$ cat src/rtl/alu_issue_pkg.sv
// Shared constants and the decode record for the alu_issue stage.
package alu_issue_pkg;

  localparam int DATA_WIDTH  = 32;
  localparam int ALU_OP_BITS = 4;
  localparam int REG_BITS    = 5;
  localparam int CNT_BITS    = 16;
  localparam int OPC_BITS    = 6;
  localparam int IMM_BITS    = 16;

  localparam logic [OPC_BITS-1:0] OPC_ADD  = 6'h00;
  localparam logic [OPC_BITS-1:0] OPC_SUB  = 6'h01;
  localparam logic [OPC_BITS-1:0] OPC_NOT  = 6'h02;
  localparam logic [OPC_BITS-1:0] OPC_AND  = 6'h03;
  localparam logic [OPC_BITS-1:0] OPC_OR   = 6'h04;
  localparam logic [OPC_BITS-1:0] OPC_NAND = 6'h05;
  localparam logic [OPC_BITS-1:0] OPC_NOR  = 6'h06;
  localparam logic [OPC_BITS-1:0] OPC_MOVA = 6'h07;
  localparam logic [OPC_BITS-1:0] OPC_LI   = 6'h08;
  localparam logic [OPC_BITS-1:0] OPC_ADDI = 6'h10;
  localparam logic [OPC_BITS-1:0] OPC_LW   = 6'h11;
  localparam logic [OPC_BITS-1:0] OPC_SW   = 6'h12;
  localparam logic [OPC_BITS-1:0] OPC_BEQ  = 6'h13;

  localparam logic [ALU_OP_BITS-1:0] ALU_ADD  = 4'd0;
  localparam logic [ALU_OP_BITS-1:0] ALU_SUB  = 4'd1;
  localparam logic [ALU_OP_BITS-1:0] ALU_NOT  = 4'd2;
  localparam logic [ALU_OP_BITS-1:0] ALU_AND  = 4'd3;
  localparam logic [ALU_OP_BITS-1:0] ALU_OR   = 4'd4;
  localparam logic [ALU_OP_BITS-1:0] ALU_NAND = 4'd5;
  localparam logic [ALU_OP_BITS-1:0] ALU_NOR  = 4'd6;
  localparam logic [ALU_OP_BITS-1:0] ALU_MOVA = 4'd7;
  localparam logic [ALU_OP_BITS-1:0] ALU_LI   = 4'd8;

  // wr_rd means "writes rd when rd is not r0"; the r0 check lives in the top.
  typedef struct packed {
    logic [ALU_OP_BITS-1:0] alu_op;
    logic                   imm_sel;
    logic                   uses_rs;
    logic                   uses_rt;
    logic                   wr_rd;
    logic                   is_load;
    logic                   is_store;
    logic                   is_branch;
    logic                   illegal;
  } dec_t;

endpackage

$ cat src/rtl/alu_issue_decode.sv
// Opcode decoder: pure combinational opcode -> ALU op, operand selects and flags.
// Sources that an instruction does not read are marked unused so they never stall.
module alu_issue_decode import alu_issue_pkg::*; (
  input  logic [OPC_BITS-1:0] opcode,
  output dec_t                dec
);

  // Table lookup with everything defaulted to zero so unlisted opcodes read as illegal.
  always_comb begin
    dec = '0;
    unique case (opcode)
      OPC_ADD:  begin dec.alu_op = ALU_ADD;  dec.uses_rs = 1'b1; dec.uses_rt = 1'b1; dec.wr_rd = 1'b1; end
      OPC_SUB:  begin dec.alu_op = ALU_SUB;  dec.uses_rs = 1'b1; dec.uses_rt = 1'b1; dec.wr_rd = 1'b1; end
      OPC_NOT:  begin dec.alu_op = ALU_NOT;  dec.uses_rs = 1'b1; dec.uses_rt = 1'b1; dec.wr_rd = 1'b1; end
      OPC_AND:  begin dec.alu_op = ALU_AND;  dec.uses_rs = 1'b1; dec.uses_rt = 1'b1; dec.wr_rd = 1'b1; end
      OPC_OR:   begin dec.alu_op = ALU_OR;   dec.uses_rs = 1'b1; dec.uses_rt = 1'b1; dec.wr_rd = 1'b1; end
      OPC_NAND: begin dec.alu_op = ALU_NAND; dec.uses_rs = 1'b1; dec.uses_rt = 1'b1; dec.wr_rd = 1'b1; end
      OPC_NOR:  begin dec.alu_op = ALU_NOR;  dec.uses_rs = 1'b1; dec.uses_rt = 1'b1; dec.wr_rd = 1'b1; end
      OPC_MOVA: begin dec.alu_op = ALU_MOVA; dec.uses_rs = 1'b1; dec.wr_rd = 1'b1; end
      OPC_LI:   begin dec.alu_op = ALU_LI;   dec.imm_sel = 1'b1; dec.wr_rd = 1'b1; end
      OPC_ADDI: begin dec.alu_op = ALU_ADD;  dec.uses_rs = 1'b1; dec.imm_sel = 1'b1; dec.wr_rd = 1'b1; end
      OPC_LW: begin
        dec.alu_op  = ALU_ADD;
        dec.uses_rs = 1'b1;
        dec.imm_sel = 1'b1;
        dec.wr_rd   = 1'b1;
        dec.is_load = 1'b1;
      end
      // Store reads rt for its data even though data2 carries the offset.
      OPC_SW: begin
        dec.alu_op   = ALU_ADD;
        dec.uses_rs  = 1'b1;
        dec.uses_rt  = 1'b1;
        dec.imm_sel  = 1'b1;
        dec.is_store = 1'b1;
      end
      OPC_BEQ: begin
        dec.alu_op    = ALU_SUB;
        dec.uses_rs   = 1'b1;
        dec.uses_rt   = 1'b1;
        dec.is_branch = 1'b1;
      end
      default: dec.illegal = 1'b1;
    endcase
  end

endmodule

$ cat src/rtl/alu_issue.sv
// Decode/issue stage feeding the ALU: operand resolution, load-use interlock,
// registered valid/ready output stage and a saturating stall counter.
// Build option: define ALU_ISSUE_FWD_EN to forward EX/WB results; without it
// every pending EX or WB write to a used source interlocks instead.
module alu_issue import alu_issue_pkg::*; (
  input  logic                   clk,
  input  logic                   reset_n,
  input  logic                   in_valid,
  output logic                   in_ready,
  input  logic [OPC_BITS-1:0]    in_opcode,
  input  logic [REG_BITS-1:0]    in_rd,
  input  logic [REG_BITS-1:0]    in_rs,
  input  logic [REG_BITS-1:0]    in_rt,
  input  logic [IMM_BITS-1:0]    in_imm,
  output logic [REG_BITS-1:0]    rf_rs_addr,
  output logic [REG_BITS-1:0]    rf_rt_addr,
  input  logic [DATA_WIDTH-1:0]  rf_rs_data,
  input  logic [DATA_WIDTH-1:0]  rf_rt_data,
  input  logic                   ex_wr_en,
  input  logic                   ex_is_load,
  input  logic [REG_BITS-1:0]    ex_wr_addr,
  input  logic [DATA_WIDTH-1:0]  ex_wr_data,
  input  logic                   wb_wr_en,
  input  logic [REG_BITS-1:0]    wb_wr_addr,
  input  logic [DATA_WIDTH-1:0]  wb_wr_data,
  output logic                   out_valid,
  input  logic                   out_ready,
  output logic [ALU_OP_BITS-1:0] alu_op,
  output logic [DATA_WIDTH-1:0]  data1,
  output logic [DATA_WIDTH-1:0]  data2,
  output logic [REG_BITS-1:0]    out_rd,
  output logic                   out_wr_en,
  output logic                   out_is_load,
  output logic                   out_is_store,
  output logic                   out_is_branch,
  output logic [DATA_WIDTH-1:0]  out_store_data,
  output logic                   illegal_op,
  output logic [CNT_BITS-1:0]    stall_cnt
);

  dec_t                  dec;
  logic                  rs_hz, rt_hz, hazard;
  logic                  adv, fire, accept;
  logic [DATA_WIDTH-1:0] rs_val, rt_val, imm_ext;

  alu_issue_decode u_decode (
    .opcode (in_opcode),
    .dec    (dec)
  );

  assign rf_rs_addr = in_rs;
  assign rf_rt_addr = in_rt;
  assign imm_ext    = {{(DATA_WIDTH-IMM_BITS){in_imm[IMM_BITS-1]}}, in_imm};

`ifdef ALU_ISSUE_FWD_EN
  // Only a load still in EX cannot be forwarded; EX results take priority over WB.
  always_comb begin
    rs_hz = dec.uses_rs && (in_rs != '0) && ex_wr_en && ex_is_load && (ex_wr_addr == in_rs);
    rt_hz = dec.uses_rt && (in_rt != '0) && ex_wr_en && ex_is_load && (ex_wr_addr == in_rt);
    rs_val = rf_rs_data;
    if (in_rs == '0)                                          rs_val = '0;
    else if (ex_wr_en && !ex_is_load && (ex_wr_addr == in_rs)) rs_val = ex_wr_data;
    else if (wb_wr_en && (wb_wr_addr == in_rs))               rs_val = wb_wr_data;
    rt_val = rf_rt_data;
    if (in_rt == '0)                                          rt_val = '0;
    else if (ex_wr_en && !ex_is_load && (ex_wr_addr == in_rt)) rt_val = ex_wr_data;
    else if (wb_wr_en && (wb_wr_addr == in_rt))               rt_val = wb_wr_data;
  end
`else
  logic unused_fwd_inputs;
  assign unused_fwd_inputs = ^{ex_is_load, ex_wr_data, wb_wr_data};

  // No bypass: any in-flight write to a used source interlocks; operands come from the regfile.
  always_comb begin
    rs_hz  = dec.uses_rs && (in_rs != '0) &&
             ((ex_wr_en && (ex_wr_addr == in_rs)) || (wb_wr_en && (wb_wr_addr == in_rs)));
    rt_hz  = dec.uses_rt && (in_rt != '0) &&
             ((ex_wr_en && (ex_wr_addr == in_rt)) || (wb_wr_en && (wb_wr_addr == in_rt)));
    rs_val = (in_rs == '0) ? '0 : rf_rs_data;
    rt_val = (in_rt == '0) ? '0 : rf_rt_data;
  end
`endif

  assign hazard   = in_valid && (rs_hz || rt_hz);
  assign adv      = !out_valid || out_ready;
  assign in_ready = adv && !hazard;
  assign fire     = in_valid && in_ready;
  assign accept   = fire && !dec.illegal;

  // Output pipeline register: load on accept, bubble on idle/stall, hold while EX back-pressures.
  always_ff @(posedge clk or negedge reset_n) begin
    if (!reset_n) begin
      out_valid      <= 1'b0;
      alu_op         <= '0;
      data1          <= '0;
      data2          <= '0;
      out_rd         <= '0;
      out_wr_en      <= 1'b0;
      out_is_load    <= 1'b0;
      out_is_store   <= 1'b0;
      out_is_branch  <= 1'b0;
      out_store_data <= '0;
      illegal_op     <= 1'b0;
      stall_cnt      <= '0;
    end else begin
      illegal_op <= fire && dec.illegal;
      if (adv) begin
        out_valid <= accept;
        if (accept) begin
          alu_op         <= dec.alu_op;
          data1          <= dec.uses_rs ? rs_val : '0;
          data2          <= dec.imm_sel ? imm_ext : (dec.uses_rt ? rt_val : '0);
          out_rd         <= in_rd;
          out_wr_en      <= dec.wr_rd && (in_rd != '0);
          out_is_load    <= dec.is_load;
          out_is_store   <= dec.is_store;
          out_is_branch  <= dec.is_branch;
          out_store_data <= dec.is_store ? rt_val : '0;
        end
        if (hazard && (stall_cnt != {CNT_BITS{1'b1}}))
          stall_cnt <= stall_cnt + 1'b1;
      end
    end
  end

endmodule

$ cat config.mk
export PLATFORM = sky130hd
export DESIGN_NAME = alu_issue
export DESIGN_NICKNAME = d
export VERILOG_FILES = /design/src/rtl/alu_issue_pkg.sv /design/src/rtl/alu_issue_decode.sv /design/src/rtl/alu_issue.sv
export SDC_FILE = /design/constraint.sdc
export NUM_CORES = 1
export LEC_CHECK = 0
export BUFFER_PORTS_ARGS = -buffer_cell sky130_fd_sc_hd__buf_4
export CAP_MARGIN = 20
export CORE_AREA = 2 2 124 126
export CTS_BUF_LIST = sky130_fd_sc_hd__clkbuf_8
export DETAILED_ROUTE_END_ITERATION = 8
export DIE_AREA = 0 0 126 128
export PLACE_DENSITY = 0.81
export SLEW_MARGIN = 10
export SYNTH_ARGS = -nofsm -noshare
export SYNTH_HDL_FRONTEND = slang
export SYNTH_HIERARCHICAL = 1
export SYNTH_SLANG_ARGS = --single-unit
$ cat constraint.sdc
create_clock -name clk -period 2.53 [get_ports clk]
set_input_delay 0.6325 -clock clk [delete_from_list [all_inputs] [get_ports clk]]
set_output_delay 0.6325 -clock clk [all_outputs]
set_load 0.05 [all_outputs]
==> results of run 1 <==
cells by family after synthesis:
family | count (synthesis)
buffers and inverters | 54
flip-flops | 127
AO/OA/AOI/OAI | 145
multiplexers | 13
AND/OR/NAND/NOR | 247
adder cells (fa/ha/maj) | 1
XOR/XNOR | 35
registers in the layout, summed over array words and instances (netlist names):
name and flops:
data1 32, data2 32, out_store_data 32, stall_cnt 16, out_rd 5, alu_op 4, illegal_op 1, out_is_branch 1
out_is_load 1, out_is_store 1, out_valid 1, out_wr_en 1
cell usage in the layout, fill, tap and decap left out, types with 4 or more instances in the layout:
master      n
and3_1      7
buf_12      7
mux2_4     12
o21ai_0    70
clkbuf_8   18
a21oi_1    35
buf_4     270
dfrtp_1   127
clkinv_4    5
and2_1      4
nor3b_1    15
nand3_1     7
nand2_1   178
o21ai_1    29
xnor2_1    34
nand4_1    11
nor2_1     12
clkinv_2    4
power by group:
group	internal, mW	switching [mW]	total, mW
combinational	0.463	0.855	1.32
sequential	2.17	0.0844	2.25
clock	0.798	0.838	1.64
total	3.43	1.78	5.20
how the worst max path moves through the flow:
stage / end / slack [ns] / cells past startpoint
floorplan: alu_op[0] / -0.24 / 8
finish: in_ready / -0.09 / 6
global placement: data2[22] / -0.27 / 8
global route: in_ready / -0.15 / 6
detailed placement: data2[22] / -0.34 / 8
CTS: in_ready / -0.08 / 6
through the flow:
step	cell area [um2]	util	setup TNS [ns]	std cells	setup WS [ns]
2_1_floorplan	5871	-	-17.59	622	-0.2353
6_report	8377	0.5636	-0.08608	1069	-0.08608
3_3_place_gp	7975	0.5365	-21.59	1035	-0.2696
5_1_grt	8377	0.5636	-0.1475	1069	-0.1475
3_5_place_dp	7975	0.5365	-21.99	1035	-0.3433
4_1_cts	8377	0.5636	-0.07948	1069	-0.07948
timing repair:
action                     in CTS  in global routing
hold buffers                    1                  0
setup buffers                   2                  0
hold endpoints to repair        7                  0
setup endpoints to repair       1                  1
resized for setup               3                  0
pin swaps                       4                  0
gates cloned                    0                  0
final cells by class:
class                      count  area [um2]  area share
clock buffer                  18       247.7     0.02957
sequential                   127        3178      0.3794
timing repair buffer         281        2211      0.2639
inverter                       1       3.754   0.0004481
tap                          188       235.2     0.02808
multi-input combinational    441        2384      0.2845
clock inverter                13       117.6     0.01404
worst reg2reg max path, cell delays in order, from the launching register on:
cell	delay, ns
dfrtp_1	0.44
and4_1	0.25
and3_1	0.21
and3_1	0.20
a31oi_1	0.15
and2_1	0.49
mux2_2	0.40
per-layer routing:
| layer | vias up | track usage | part of all wire |
|---|---|---|---|
| li1 | 2569 | - | - |
| met1 | 2478 | 0.2517 | 0.41 |
| met2 | 180 | 0.3254 | 0.50 |
| met3 | 44 | 0.04925 | 0.058 |
| met4 | 0 | 0.1021 | 0.036 |
| met5 | - | 0 | 0 |
==> flow_summary.ini, run 1 <==
[run_status]
status = complete, but fails checks
violations = negative setup slack

[critical_path]
rr_endpoint = stall_cnt[1]
crit_top_cell = buf_6
end_kind = primary output
cp.arrival_ns = 1.98
crit_path_start_kind = input pin
required_ns = 1.90
worstSetupPathType = input pin to primary output
critPathBufInv = 2
rr_worst_depth = 6
reg2reg_slack_ns = 0.28
startpoint = in_rs[4]
critPathTopFamily = compound AO/OA/AOI/OAI gates
crit_path_top_delay_cell = or4_1
path_cells = buf_6 -> or4_1 -> o21a_1 -> a32o_2 -> a21boi_2 -> buf_6
crit_path_max_incr_delay_ns = 0.51
cp_max_fo = 2
rr_startpoint = stall_cnt[7]

[synth]
synth_top_flop_cell = dfrtp_1
synth_area_leaders = dfrtp_1 (55%), nand2_1 (11%), o21ai_0 (6.0%), xnor2_1 (5.1%), mux2_4 (3.1%)
synth_cell_types = 41
syn_area_um2 = 5822
synth_top_family_by_area = simple AND/OR/NAND/NOR gates
yosysTopAreaCellShare = 0.5459
synth_cells = 622
avgSynthCellArea_um2 = 9.360
synth-seq-area-share = 0.5459
yosys.area_share.simple = 0.1885
synthMuxAreaShare = 0.03288
synth-edff-count = 0
ys_ff_latch = 127
synthTopCellsByCount = nand2_1 (178), dfrtp_1 (127), o21ai_0 (70)
synth_compound_area_frac = 0.1302
synth_xor_area_frac = 0.05265
synth_top_area_cell = dfrtp_1
synth_fp_nets = 805
synthAdderAreaFrac = 0.002149
yosys_warnings = 6
async_reset_ff_frac = 1.000
yosysMostFrequentCell = nand2_1

[sta]
rsz0062_at_grt = yes
final_max_slew_viol_count = 0
timing.final.crit_period_ns = 2.616
max-slew-margin-rel = 0.6348
fin_worst_skew_ns = 0.01240
min_period_over_period = 1.034
hold_violations = 0
setup_viol = 1
fmax_mhz = 382.3
fin_ws_ns = -0.08608
tightest_slew_ns = 0.5478
fin_worst_hold_slack_ns = 0.4338

[global_routing]
grt_pass1_vias = 5032
grt-ovfl-total = 0
grt_usage = 0.2009
grt_max_degree = 100
antenna_found_initial = 0
grt_pass1_wl_um = 25690

[job]
maxCapViolCount = 0

[floorplan]
fp.coreArea_um2 = 14860
ioPinCount = 320
row_count = 45
die-area_um2 = 16130
die_h_um = 128
initial_core_util = 0.3917
die_w_um = 126

[power]
powerDensity_nw_per_um2 = 621.2
p_total_mw = 5.204
ir_drop_mv = 0.4323
power.leakage_nw = 4.056

[place]
hpwl_um = 11990
port_buffers = 254
gp_congestion = 0.8236

[detailed_routing]
firstDrtPassIters = 5
viasPerCell = 4.931
wirelength_um = 16220
drc_errors = 0
wire_per_inst_um = 15.17
via_count = 5271
drt_iter0_markers = 245
antenna_left = 0

[layout]
nets = 1052
syn_to_final_growth_pct = 43.89
antenna_cells = 0
nFillCells = 1335
final_layout_size_suffix_gt1_frac = 0.3734

[clock_network]
cts_tree = yes
clk_latency_ns = 0.44
numCtsBuffers = 17
cts.path.max_buffers = 2
cts.clk_slew.worst_paths_ns = 0.07
htree_levels = 4
clockRootBuffer = clkbuf_8
cts_sinks = 127

[worst_hold_path]
min_to = out_rd[2]
hp-start = in_rd[2]
hp-class = input pin to flip-flop
hold_depth = 2
(Power assumes the default switching activity.)
==> inputs of run 2 (changes only) <==
Settings changed: BUFFER_PORTS_ARGS -buffer_cell sky130_fd_sc_hd__buf_4 to -buffer_cell sky130_fd_sc_hd__buf_2.
==> flow_summary.ini, run 2 (same netlist as run 1, synthesis figures left out) <==
[critical_path]
end_kind = primary output
startpoint = in_rs[4]
worstSetupPathType = input pin to primary output
cp.arrival_ns = 1.99
rr_startpoint = stall_cnt[7]
critPathTopFamily = compound AO/OA/AOI/OAI gates
required_ns = 1.90
crit_top_cell = buf_6
path_cells = buf_6 -> or4_4 -> o21a_1 -> a32o_2 -> a21boi_2 -> buf_6
critPathBufInv = 2
crit_path_start_kind = input pin
crit_path_top_delay_cell = or4_4
crit_path_max_incr_delay_ns = 0.51
cp_max_fo = 2

[run_status]
violations = negative setup slack
status = complete, but fails checks

[place]
place_worst_setup_slack_ns = -0.2789
gp_congestion = 0.8274
port_buffers = 254
hpwl_um = 11460

[detailed_routing]
drc_errors = 0
drt_iter0_markers = 257
antenna_left = 0
via_count = 5178
firstDrtPassIters = 4
wirelength_um = 15780
wire_per_inst_um = 14.73
viasPerCell = 4.835

[sta]
max-slew-margin-rel = 0.6181
fin_worst_hold_slack_ns = 0.1733
fmax_mhz = 381.9
final_max_slew_viol_count = 0
min_period_over_period = 1.035
fin_ws_ns = -0.08844
hold_violations = 0
fin_worst_skew_ns = 0.008502
tightest_slew_ns = 0.5728
rsz0062_at_grt = yes
tns_ns = -0.08844
timing.final.crit_period_ns = 2.618
setup_viol = 1

[power]
power.leakage_nw = 3.995
powerDensity_nw_per_um2 = 657.4
ir_drop_mv = 0.3444

[floorplan]
die_w_um = 126
die-area_um2 = 16130
ioPinCount = 320
fp.coreArea_um2 = 14860
die_h_um = 128
initial_core_util = 0.3917
row_count = 45

[worst_hold_path]
hp-class = input pin to asynchronous set/reset pin

[clock_network]
clockRootBuffer = clkbuf_8
cts.path.max_buffers = 2
htree_levels = 4
numCtsBuffers = 17
cts_hold_repair.buffers = 0
cts.clk_slew.worst_paths_ns = 0.08
cts_tree = yes
cts_sinks = 127
clk_latency_ns = 0.44

[job]
maxCapViolCount = 0

[layout]
syn_to_final_growth_pct = 34.62
mostFrequentLayoutCells = buf_2 (250), nand2_1 (178), dfrtp_1 (127)
nets = 1053
antenna_cells = 0
reg_top3 = data1 (32), data2 (32), out_store_data (32)
final_layout_size_suffix_gt1_frac = 0.3771
layout_commonest_cell = buf_2

[global_routing]
grt_pass1_wl_um = 24890
grt_max_degree = 142
grt_usage = 0.1947
antenna_found_initial = 1
grt_pass1_vias = 4979
grt-ovfl-total = 0
## run 2: area by class of cell
type	count	area [um2]
Clock inverter	11	103.9
Multi-Input combinational cell	441	2387
Inverter	1	3.754
Fill cell	1365	7027
Tap cell	188	235.2
Timing Repair Buffer	282	1640
Sequential cell	127	3178
Clock buffer	21	289.0
## run 2: report_power, final
group	total (mW)	switching (mW)	leakage [nW]	internal, mW
combinational	1.19	0.853	2.06	0.334
clock	1.72	0.833	0.199	0.888
sequential	2.24	0.0782	1.74	2.17
total	5.15	1.76	4.00	3.39
## run 2: per-stage QoR
step                area (um2)    util  cells  power, mW
CTS                       7828  0.5266   1071      5.200
global route              7838  0.5273   1071      5.402
finish                    7838  0.5273   1071      5.152
detailed placement        7415  0.4988   1038      3.472
floorplan                 5871       -    622      3.077
global placement          7415  0.4988   1038      3.450
## run 2: final timing paths
kind                                       to  slack (ns)  depth (start not counted)
worst max-delay path                 in_ready       -0.09                          6
worst min-delay path                data1[18]        0.17                          1
worst max register to register  stall_cnt[14]        0.42                          8
worst min register to register      data1[18]        0.48                          2
max in group asynchronous            data1[0]        1.67                          2
min in group clk                    data1[25]        0.43                          3
## run 2: what timing repair did
item,4_1_cts,5_1_grt
setup buffers,1,0
endpoints found under the setup margin,1,1
gates resized for setup,3,2
pin swaps,4,0
## run 2: routing by layer
layer,wire [um],vias to the layer above,global-route usage
met5,8,-,0
met4,315,2,0.07628
met3,824,21,0.05175
met2,7900,157,0.3223
met1,6726,2431,0.2449
li1,-,2567,-
==> inputs of run 3 (changes only) <==
Settings changed: ABC_AREA set to 1, CORE_AREA 2 2 124 126 to 2 2 139 114, DIE_AREA 0 0 126 128 to 0 0 141 116, GPL_TIMING_DRIVEN set to 0, PLACE_DENSITY 0.81 to 0.86.
==> flow_summary.ini, run 3 <==
[synth]
synthAdderAreaFrac = 0.001886
synth_cells = 958
yosysTopAreaCellShare = 0.4792
yosys.area_share.simple = 0.3829
synth_top_family_by_area = simple AND/OR/NAND/NOR gates
synthMuxAreaShare = 0
synth_area_leaders = dfrtp_1 (48%), nand2_1 (28%), nor2_1 (5.7%), inv_1 (4.3%), o21ai_0 (2.7%)
yosys_warnings = 6
synthTopCellsByCount = nand2_1 (492), dfrtp_1 (127), nor2_1 (100)
synth_cell_types = 24
synth_fp_nets = 1141
synth_compound_area_frac = 0.03075
syn_area_um2 = 6633
ys_ff_latch = 127
avgSynthCellArea_um2 = 6.923
synth_top_flop_cell = dfrtp_1
yosysMostFrequentCell = nand2_1
synth_xor_area_frac = 0.01849
synth-seq-area-share = 0.4792
async_reset_ff_frac = 1.000
synth-edff-count = 0
synth_top_area_cell = dfrtp_1

[power]
powerDensity_nw_per_um2 = 628.6
share_comb_of_total_power = 0.238
intPower_mw = 3.510
seqPwrFrac = 0.414
ir_drop_mv = 0.3591
p_total_mw = 5.459
p_switching_mw = 1.949
swShare = 0.3570
power_frac_clock = 0.348
power.leakage_nw = 5.510

[sta]
hold_violations = 0
setup_viol = 0
max-slew-margin-rel = 0.5618
fin_worst_hold_slack_ns = 0.08424
min_period_over_period = 0.9949
final_max_slew_viol_count = 0
tns_ns = 0
fin_ws_ns = 0.01301
tightest_slew_ns = 0.6572
timing.final.crit_period_ns = 2.517
fmax_mhz = 397.3
fin_worst_skew_ns = 0.01029
rsz0062_at_grt = yes

[layout]
syn_to_final_growth_pct = 30.94
reg_top3 = data1 (32), data2 (32), out_store_data (32)
final_layout_size_suffix_gt1_frac = 0.2794
multiInputGateArea_um2 = 2919
layout_commonest_cell = nand2_1
final-seq-area_um2 = 3178
mostFrequentLayoutCells = nand2_1 (484), buf_2 (272), dfrtp_1 (127)
nFillCells = 1419
nets = 1419
antenna_cells = 0

[detailed_routing]
wire_per_inst_um = 14.28
antenna_left = 0
drt_iter0_markers = 354
drc_errors = 0
firstDrtPassIters = 5
via_count = 6909
wirelength_um = 20530
viasPerCell = 4.805

[global_routing]
grt_usage = 0.2541
grt_max_degree = 87
grt_pass1_wl_um = 31890
grt-ovfl-total = 0
antenna_found_initial = 0
grt_pass1_vias = 6220

[critical_path]
end_kind = primary output
cp_max_fo = 5
cp.arrival_ns = 1.88
rr_endpoint = stall_cnt[13]
reg2reg_slack_ns = 0.31
rr_worst_depth = 9
required_ns = 1.90
crit_end = in_ready
worstSetupPathType = input pin to primary output
startpoint = in_opcode[3]
crit_path_start_kind = input pin
rr_startpoint = stall_cnt[0]

[clock_network]
numCtsBuffers = 17
htree_levels = 4
clk_latency_ns = 0.45
cts_hold_repair.buffers = 0
cts.path.max_buffers = 2
cts_tree = yes
clockRootBuffer = clkbuf_8
cts_sinks = 127
cts.clk_slew.worst_paths_ns = 0.08

[floorplan]
ioPinCount = 320
initial_core_util = 0.4462
die_h_um = 116
fp.coreArea_um2 = 14860
die_w_um = 141
row_count = 40
die-area_um2 = 16360

[place]
hpwl_um = 15500
place_worst_setup_slack_ns = -0.3193
port_buffers = 253
gp_congestion = 0.9173

[worst_hold_path]
hp-class = input pin to asynchronous set/reset pin

[run_status]
status = finished, final reports clean

[job]
maxCapViolCount = 0
run 3: critical path, stage by stage:
cell     delay [ns]
buf_2          0.13
inv_2          0.10
nand2_2        0.07
nor2_4         0.12
nand2_1        0.07
nand2_1        0.05
inv_1          0.05
nand2_2        0.07
nand2_2        0.05
inv_1          0.06
nand2_2        0.07
nand2_2        0.08
nand2_2        0.06
nand2_1        0.07
inv_2          0.05
buf_6          0.14
run 3: layer usage:
| metal | vias to the layer above | global-route usage | wire length (um) |
|---|---|---|---|
| met5 | - | 0 | 0 |
| met4 | 0 | 0.06667 | 302 |
| met3 | 21 | 0.07603 | 1952 |
| met2 | 320 | 0.4260 | 9538 |
| met1 | 3131 | 0.3257 | 8735 |
| li1 | 3437 | - | - |
run 3: metrics by stage:
stage,utilization,instances,cell area [um2]
2_1_floorplan,-,958,6633
3_3_place_gp,0.5473,1400,8135
3_5_place_dp,0.5496,1401,8169
4_1_cts,0.5817,1435,8646
5_1_grt,0.5843,1438,8685
6_report,0.5843,1438,8685
run 3: power by group through the flow:
| stage | Clock [mW] | Sequential [mW] | Combinational, mW |
|---|---|---|---|
| 2_1_floorplan | 0 | 2.80 | 0.349 |
| 3_3_place_gp | 0 | 2.29 | 1.27 |
| 3_5_place_dp | 0 | 2.29 | 1.29 |
| 4_1_cts | 1.94 | 2.26 | 1.30 |
| 5_1_grt | 2.04 | 2.27 | 1.39 |
| 6_report | 1.90 | 2.26 | 1.30 |
run 3: layout make-up:
class / count / area share
buffer: 52 / 0.03299
clock buffer: 18 / 0.02853
clock inverter: 14 / 0.02075
inverter: 78 / 0.03371
multi-input combinational: 701 / 0.3361
sequential: 127 / 0.3659
tap: 189 / 0.02723
timing repair buffer: 259 / 0.1547
run 3: worst min-delay path by stage:
stage | startpoint | to | slack, ns | cells past startpoint
finish | reset_n | stall_cnt[8] | 0.08 | 1
global route | reset_n | stall_cnt[4] | 0.08 | 1
CTS | reset_n | data1[30] | 0.08 | 1
detailed placement | alu_op[0] | alu_op[0] | 0.46 | 2
global placement | data1[20] | data1[20] | 0.46 | 2
floorplan | reset_n | alu_op[0] | 0.34 | 0
run 3: cell families after synthesis:
kind of cell,Yosys count
buffers and inverters,130
flip-flops,127
XOR/XNOR,14
AO/OA/AOI/OAI,38
AND/OR/NAND/NOR,648
adder cells (fa/ha/maj),1
run 3: repair_timing:
| item | 4_1_cts | 5_1_grt |
|---|---|---|
| endpoints found under the setup margin | 1 | 11 |
| pin swaps | 3 | 6 |
| gates resized for setup | 11 | 8 |
| buffers inserted | 2 | 3 |
| gates cloned | 0 | 0 |
